### src/rtl/sram_like_pkg.sv
// Shared types for the sram-like memory slave.
// Holds size codes, FSM states and the queued request entry.
package sram_like_pkg;

    localparam logic [1:0] SZ_BYTE = 2'd0;
    localparam logic [1:0] SZ_HALF = 2'd1;
    localparam logic [1:0] SZ_WORD = 2'd2;

    typedef enum logic [1:0] {
        ST_IDLE,
        ST_WAIT,
        ST_ISSUE,
        ST_RESP
    } state_e;

    typedef struct packed {
        logic        wr;
        logic [1:0]  size;
        logic [31:0] addr;
        logic [31:0] wdata;
    } req_t;

endpackage

### src/rtl/sram_like_req_fifo.sv
// In-order request FIFO between address and data phases.
// DEPTH must be a power of two so the pointers wrap for free.
module sram_like_req_fifo
    import sram_like_pkg::*;
#(
    parameter int DEPTH = 2
) (
    input  logic                     clk,
    input  logic                     rst,
    input  logic                     push,
    input  logic                     pop,
    input  req_t                     din,
    output logic                     full,
    output logic                     empty,
    output logic [$clog2(DEPTH):0]   count,
    output req_t                     head
);

    localparam int AW = $clog2(DEPTH);

    logic [AW-1:0] wr_ptr_q, wr_ptr_d;
    logic [AW-1:0] rd_ptr_q, rd_ptr_d;
    logic [AW:0]   cnt_q, cnt_d;
    req_t          mem_q [DEPTH];

    always_comb begin
        wr_ptr_d = wr_ptr_q;
        rd_ptr_d = rd_ptr_q;
        cnt_d    = cnt_q;
        if (push) wr_ptr_d = wr_ptr_q + AW'(1);
        if (pop)  rd_ptr_d = rd_ptr_q + AW'(1);
        unique case ({push, pop})
            2'b10:   cnt_d = cnt_q + (AW+1)'(1);
            2'b01:   cnt_d = cnt_q - (AW+1)'(1);
            default: cnt_d = cnt_q;
        endcase
    end

    always_ff @(posedge clk) begin
        if (rst) begin
            wr_ptr_q <= '0;
            rd_ptr_q <= '0;
            cnt_q    <= '0;
        end else begin
            wr_ptr_q <= wr_ptr_d;
            rd_ptr_q <= rd_ptr_d;
            cnt_q    <= cnt_d;
        end
    end

    always_ff @(posedge clk) begin
        if (push) mem_q[wr_ptr_q] <= din;
    end

    assign full  = (cnt_q == (AW+1)'(DEPTH));
    assign empty = (cnt_q == '0);
    assign count = cnt_q;
    assign head  = mem_q[rd_ptr_q];

endmodule

### src/rtl/sram_like_mem_slave.sv
// SRAM-like slave: queues address handshakes, then runs each one
// through a wait/issue/respond sequence against a single-port RAM.
module sram_like_mem_slave
    import sram_like_pkg::*;
#(
    parameter int ADDR_W = 16,
    parameter int LAT    = 2,
    parameter int DEPTH  = 2
) (
    input  logic              clk,
    input  logic              rst,
    input  logic              req,
    input  logic              wr,
    input  logic [1:0]        size,
    input  logic [31:0]       addr,
    input  logic [31:0]       wdata,
    output logic              addr_ok,
    output logic              data_ok,
    output logic [31:0]       rdata,
    output logic              ram_en,
    output logic [3:0]        ram_wen,
    output logic [ADDR_W-1:0] ram_addr,
    output logic [31:0]       ram_wdata,
    input  logic [31:0]       ram_rdata
);

    localparam int         AW       = $clog2(DEPTH);
    localparam logic [2:0] CNT_INIT = (LAT == 0) ? 3'd0 : 3'(LAT - 1);

    state_e      state_q, state_d;
    logic [2:0]  cnt_q, cnt_d;
    logic        ram_en_q, ram_en_d;
    logic        data_ok_q, data_ok_d;
    logic        launch;
    logic        push, pop, full, empty;
    logic [AW:0] count;
    req_t        entry, head;
    logic        unused_addr;

    function automatic logic [3:0] byte_en(input req_t r);
        logic [3:0] be;
        be = 4'b0000;
        if (r.wr) begin
            unique case (1'b1)
                (r.size == SZ_BYTE): be = 4'b0001 << r.addr[1:0];
                (r.size == SZ_HALF): be = r.addr[1] ? 4'b1100 : 4'b0011;
                default:             be = 4'b1111;
            endcase
        end
        return be;
    endfunction

    // Acceptance depends only on registered occupancy, never on req or pop.
    assign addr_ok = !rst && !full;
    assign push    = req && addr_ok;
    assign entry   = '{wr: wr, size: size, addr: addr, wdata: wdata};

    sram_like_req_fifo #(
        .DEPTH (DEPTH)
    ) u_fifo (
        .clk   (clk),
        .rst   (rst),
        .push  (push),
        .pop   (pop),
        .din   (entry),
        .full  (full),
        .empty (empty),
        .count (count),
        .head  (head)
    );

    always_comb begin
        state_d   = state_q;
        cnt_d     = cnt_q;
        ram_en_d  = 1'b0;
        data_ok_d = 1'b0;
        pop       = 1'b0;
        launch    = 1'b0;
        unique case (state_q)
            ST_IDLE: launch = !empty;
            ST_WAIT: begin
                if (cnt_q == 3'd0) begin
                    state_d  = ST_ISSUE;
                    ram_en_d = 1'b1;
                end else begin
                    cnt_d = cnt_q - 3'd1;
                end
            end
            ST_ISSUE: begin
                state_d   = ST_RESP;
                data_ok_d = 1'b1;
            end
            ST_RESP: begin
                pop     = 1'b1;
                state_d = ST_IDLE;
                launch  = (count > (AW+1)'(1));
            end
            default: state_d = ST_IDLE;
        endcase
        // Shared start decision for a fresh idle entry or a chained one.
        if (launch) begin
            if (LAT == 0) begin
                state_d  = ST_ISSUE;
                ram_en_d = 1'b1;
            end else begin
                state_d = ST_WAIT;
                cnt_d   = CNT_INIT;
            end
        end
    end

    always_ff @(posedge clk) begin
        if (rst) begin
            state_q   <= ST_IDLE;
            cnt_q     <= 3'd0;
            ram_en_q  <= 1'b0;
            data_ok_q <= 1'b0;
        end else begin
            state_q   <= state_d;
            cnt_q     <= cnt_d;
            ram_en_q  <= ram_en_d;
            data_ok_q <= data_ok_d;
        end
    end

    assign ram_en    = ram_en_q && !rst;
    assign ram_wen   = ram_en ? byte_en(head) : 4'b0000;
    assign ram_addr  = ram_en ? head.addr[ADDR_W+1:2] : '0;
    assign ram_wdata = ram_en ? head.wdata : '0;
    assign data_ok   = data_ok_q && !rst;
    assign rdata     = (data_ok && !head.wr) ? ram_rdata : '0;

    assign unused_addr = ^head.addr;

endmodule
### config.mk
export PLATFORM = sky130hd
export DESIGN_NAME = sram_like_mem_slave
export DESIGN_NICKNAME = d
export VERILOG_FILES = /design/src/rtl/sram_like_pkg.sv /design/src/rtl/sram_like_req_fifo.sv /design/src/rtl/sram_like_mem_slave.sv
export SDC_FILE = /design/constraint.sdc
export NUM_CORES = 1
export LEC_CHECK = 0
export CORE_MARGIN = 1.5
export CORE_UTILIZATION = 43
export DETAILED_ROUTE_END_ITERATION = 12
export DONT_BUFFER_PORTS = 1
export GPL_TIMING_DRIVEN = 0
export PLACE_DENSITY_LB_ADDON = 0.12
export SKIP_LAST_GASP = 1
export SLEW_MARGIN = 0
export SYNTH_ARGS = -nofsm -noshare
export SYNTH_HDL_FRONTEND = slang
export SYNTH_HIERARCHICAL = 1
export SYNTH_SLANG_ARGS = --single-unit
### constraint.sdc
create_clock -name clk -period 8.61 [get_ports clk]
set_input_delay 0.4305 -clock clk [delete_from_list [all_inputs] [get_ports clk]]
set_output_delay 0.4305 -clock clk [all_outputs]
set_load 0.02 [all_outputs]
# Word-level counts from Yosys, hierarchy flattened
# Memory sizes are Yosys's and may differ from the RTL's. A register that Yosys moved wholly into a read port is not among the register bits.
# Index checks and enable logic that the tools add are counted.
classes:
  shifts: 1
  magnitude_cmp: 1
  add_sub_neg: 5
  eq_ne: 10
  n_reduce_logical: 23
  mux: 22
  bitwise: 2
ops:
  columns: ["op", "n"]
  rows:
  - ["$mux 32", 2]
  - ["$mux 16", 1]
  - ["$mux 4", 3]
  - ["$mux 1", 11]
  - ["$eq 2x2->1 const B", 4]
  - ["$pmux 4 s2", 1]
  - ["$reduce_and 2->1", 4]
  - ["$eq 2x1->1 const B", 3]
  - ["$logic_not 2->1", 3]
  - ["$pmux 2 s3", 1]
  - ["$logic_and 1x1->1", 5]
  - ["$logic_not 1->1", 4]
  - ["$ne 2x2->1 const B", 2]
  - ["$pmux 2 s2", 1]
  - ["$reduce_bool 2->1", 2]
  - ["$reduce_bool 4->1", 1]
  - ["$reduce_or 2->1", 2]
  - ["$shl 1x2->4 const A", 1]
  - ["$logic_not 3->1", 1]
  - ["$ne 3x3->1 const B", 1]
  - ["$reduce_bool 3->1", 1]
  - ["$sub 3x1->3 const B", 1]
  - ["$add 1x1->1 const B", 2]
  - ["$add 2x1->2 const B", 1]
  - ["5 further kinds", 6]
word_totals:
  memories: 1
  ram_bits: 134
  register_bits: 11
mem_list:
  columns: ["memory", "depth", "word_bits", "read_ports", "rd_ports_with_merged_regs", "write_ports", "line", "rtl"]
  rows:
  - ["u_fifo.mem_q", 2, 67, 1, 1, 1, "sram_like_req_fifo.sv:24", "req_t mem_q [DEPTH];"]

# Logic depth before layout (Yosys ltp)
logic_depth:
  word_depth: 6
  ltp_mapped: 8
  ltp_nobuf: 8

# Modules after synthesis
# Netlist, hierarchy kept.
modules_own_cells:
  columns: ["mod", "cells_each", "area_each_um2", "instances"]
  rows:
  - ["sram_like_req_fifo", 230, 5028.6, 1]
  - ["sram_like_mem_slave", 146, 1039.7, 1]

# Worst setup path before layout
# Ideal clock, no wire load.
synth_path:
  path_type: "register -> register"
  start: "reg u_fifo.cnt_q[0], in the netlist u_fifo/count[0]"
  end: "mem u_fifo/mem_q[0][0] in the netlist's numbering (enable)"
  stages_incl_launch_ff: 6
  path_buffers: 0
  arrival_ns: 4.001
  setup_slack_ns: 4.116
  period_less_slack_ns: 4.494
  cell_sequence: "dfxtp_1 > and2b_2 > nor2_1 > and2_1 > inv_1 > nor2_1"
synth_via:
  elab_chain_len: 6
synth_lines:
  columns: ["item", "line", "rtl"]
  rows:
  - ["start, declared", "sram_like_req_fifo.sv:23", "logic [AW:0] cnt_q, cnt_d;"]
  - ["start signal, assigned", "sram_like_req_fifo.sv:47", "cnt_q <= cnt_d;"]
  - ["$eq 2x2->1", "sram_like_req_fifo.sv:55", "assign full = (cnt_q == (AW+1)'(DEPTH));"]
  - ["net full", "sram_like_mem_slave.sv:35", "logic push, pop, full, empty;"]
  - ["$logic_not 1->1", "sram_like_mem_slave.sv:54", "assign addr_ok = !rst && !full;"]
  - ["$logic_and 1x1->1", "sram_like_mem_slave.sv:54", null]
  - ["net addr_ok", "sram_like_mem_slave.sv:17", "output logic addr_ok,"]
  - ["$logic_and 1x1->1", "sram_like_mem_slave.sv:55", "assign push = req && addr_ok;"]
  - ["net push", "sram_like_mem_slave.sv:35", null]
  - ["$mux 1", "sram_like_req_fifo.sv:52", "if (push) mem_q[wr_ptr_q] <= din;"]
  - ["$mux 1 (not written as such)", "sram_like_req_fifo.sv:52", null]
  - ["end, declared", "sram_like_req_fifo.sv:24", null]
# The timed path passes the listed nets, and every way through them passes these cells.

# Worst setup path in the final report
layout_path:
  start: "reg u_fifo.cnt_q[0], in the netlist u_fifo/count[0]"
  end: "mem u_fifo/mem_q[0][24] in the netlist's numbering (enable)"
# Same word-level chain as after synthesis.

==> summary.md <==
| Metric | Value |
|---|---|
| Share of cells above drive strength 1 | 28.42% |
| Hold buffers post-CTS | 0 |
| Static Leak | 2.026 nW |
| Worst endpoint required time | 8.71 ns |
| DRT Wirelength | 9.540 mm |
| # DRC | 0 |
| IO Pins | 189 |
| Dpl ws | 5.960 ns |
| Postcts setup bufs | 0 |
| Power Density | 265.7 nW/um^2 |
| Worst-margin pin slew | 0.8352 ns |
| Type of origin of the critical path | flop |
| First-pass GRT wire length | 14.38 mm |
| Min Tclk post-route | 2.602 ns |
| Worst skew pair latency | 0.41 ns |
| Grt total ovfl | 0 |
| Initial detailed-routing violation count | 102 |
| Number of nets with antenna violations after routing | 0 |
| Slew HR | 44.19% |
| Mapped Cells | 334 |
| Wire length per cell | 18.74 microns |
| Clock Tree Buf Depth | 2 |
| Initial DRT Pass Iterations | 4 |
| Final cell count without fillers | 509 |
| Most frequent cells in the layout | 106 x edfxtp_1, 81 x and2_1, 53 x mux2_2, 17 x clkbuf_16, 12 x dfxtp_1 |
| Final worst setup slack | 6.008 ns |
| CP max FO | 29 |
| Ys Warns | 6 |
| DIE WIDTH | 111.6 microns |
| Setup Crit Path Kind | flop to flop |
| Final GP Congestion | 0.7351 |
| Total power | 1.546 mW |
| Slowest CP cell | nor2_4 |
| Final Net Count | 466 |
| Sequence of cells on the critical path | and2b_2 -> nor2_1 -> and2_1 -> inv_1 -> nor2_4 -> buf_12 |
| Commonest non-fill, non-tap cell in the layout | edfxtp_1 |
| Final Hold Vio Count | 0 |
| Top delay family on crit path | simple AND/OR/NAND/NOR gates |
| Setup TNS | 0 ns |
| Placed cell count | 479 |
| Setup slack, reg-to-reg | 6.01 ns |
| CTS tree | yes |
| Overall routing resource usage | 15.78% |
| Chip height | 111.6 microns |
| Via count | 2621 |
| Max Cap Viol | 0 |
| Core Footprint | 11470 sq um |
| Area grow syn2layout | 14.73% |
| Max Fclk | 384.4 MHz |
| RSZ-0062 raised after global routing | false |
| Root buffer cell | clkbuf_16 |
| Final Cycle Share | 30.22% |
| Final Setup Violations | 0 |
| Initial core utilization | 44.21% |
| Clk_skew | 0.01345 ns |
| Clk sink count | 118 |
| Row cnt | 39 |
| Vias in the first global route | 2669 |
| CTS H-Tree Depth | 4 |
| Largest net degree at the start of global routing | 30 |
| Post-CTS Resized | 0 |
| Status | finished clean |
| Worst min path class | input port to flop |
| Die ar. | 12450 sq um |
| WP data arrival | 2.70 ns |
| CP max stage delay | 0.64 ns |
| CTS Buf Count | 17 |
| Antenna violations before repair | 0 |
| Max Slew Vio Count | 0 |
| Syn avg cell area | 15.18 sq um |
| Post-place instance area | 5298 sq um |
| HPWL after DPL | 6.545 mm |
| Design Area, Final | 5817 sq um |
| WP buf/inv | 2 |
| Port Buffer Count | 0 |
| Worst-path clk slew | 0.05 ns |
| Synth Cell Area | 5070 sq um |
| Crit. End Element | flop |
| Maximum VDD drop | 170.5 uV |
| Vias per Instance | 5.149 |
| Mapped Nets | 445 |
| ANT cells | 0 |
## per-layer routing
metal | vias to the layer above | routed length [microns] | track usage, % | part of all wire [%]
met5 | - | 0 | 0 | 0
met4 | 0 | 170 | 7.848 | 1.8
met3 | 13 | 765 | 7.458 | 8.0
met2 | 88 | 4692 | 25.03 | 49
met1 | 1296 | 3912 | 17.97 | 41
li1 | 1224 | - | - | -
## cell type report
type,instances,area (sq um)
inverter,6,22.52
sequential,118,3423
fill,988,5650
clock buffer,18,429.2
buffer,15,88.84
clock inverter,12,90.09
multi-input combinational,195,1544
tap,143,178.9
timing repair buffer,2,40.04
## worst reg2reg max path: stages, from the launching register on
cell     delay (ns)
dfxtp_1        0.40
and2b_2        0.24
nor2_1         0.34
and2_1         0.25
inv_1          0.10
nor2_4         0.64
buf_12         0.30
## flip-flops by register name (all words and copies together) (netlist names), named ones only
name and count:
u_fifo/mem_q 106, ram_en_q 1, u_fifo/wr_ptr_q 1, state_q 2, u_fifo/rd_ptr_q 1, u_fifo/count 2
data_ok_q 1, cnt_q 3
## final timing paths
kind                                 startpoint                   to  cells past startpoint
worst min register to register         cnt_q[1]             cnt_q[1]                      2
worst max register to register  u_fifo/count[0]  u_fifo/mem_q[0][24]                      6
worst max-delay path            u_fifo/count[0]  u_fifo/mem_q[0][24]                      6
worst min-delay path                        rst      u_fifo/count[1]                      1
## report_power, final
part / switching (mW) / total, mW / internal [mW]
Clock: 0.234 / 0.620 / 0.386
Sequential: 0.0155 / 0.684 / 0.669
Combinational: 0.140 / 0.242 / 0.102
Total: 0.389 / 1.55 / 1.16
## through the flow
step | hold WS, ns | utilization (%)
floorplan | 0.4704 | -
global placement | 0.4865 | 45.77
detailed placement | 0.5016 | 46.20
CTS | 0.06565 | 50.73
global route | 0.06296 | 50.73
finish | 0.08209 | 50.73
No activity file was read; power rests on OpenSTA's default activity.
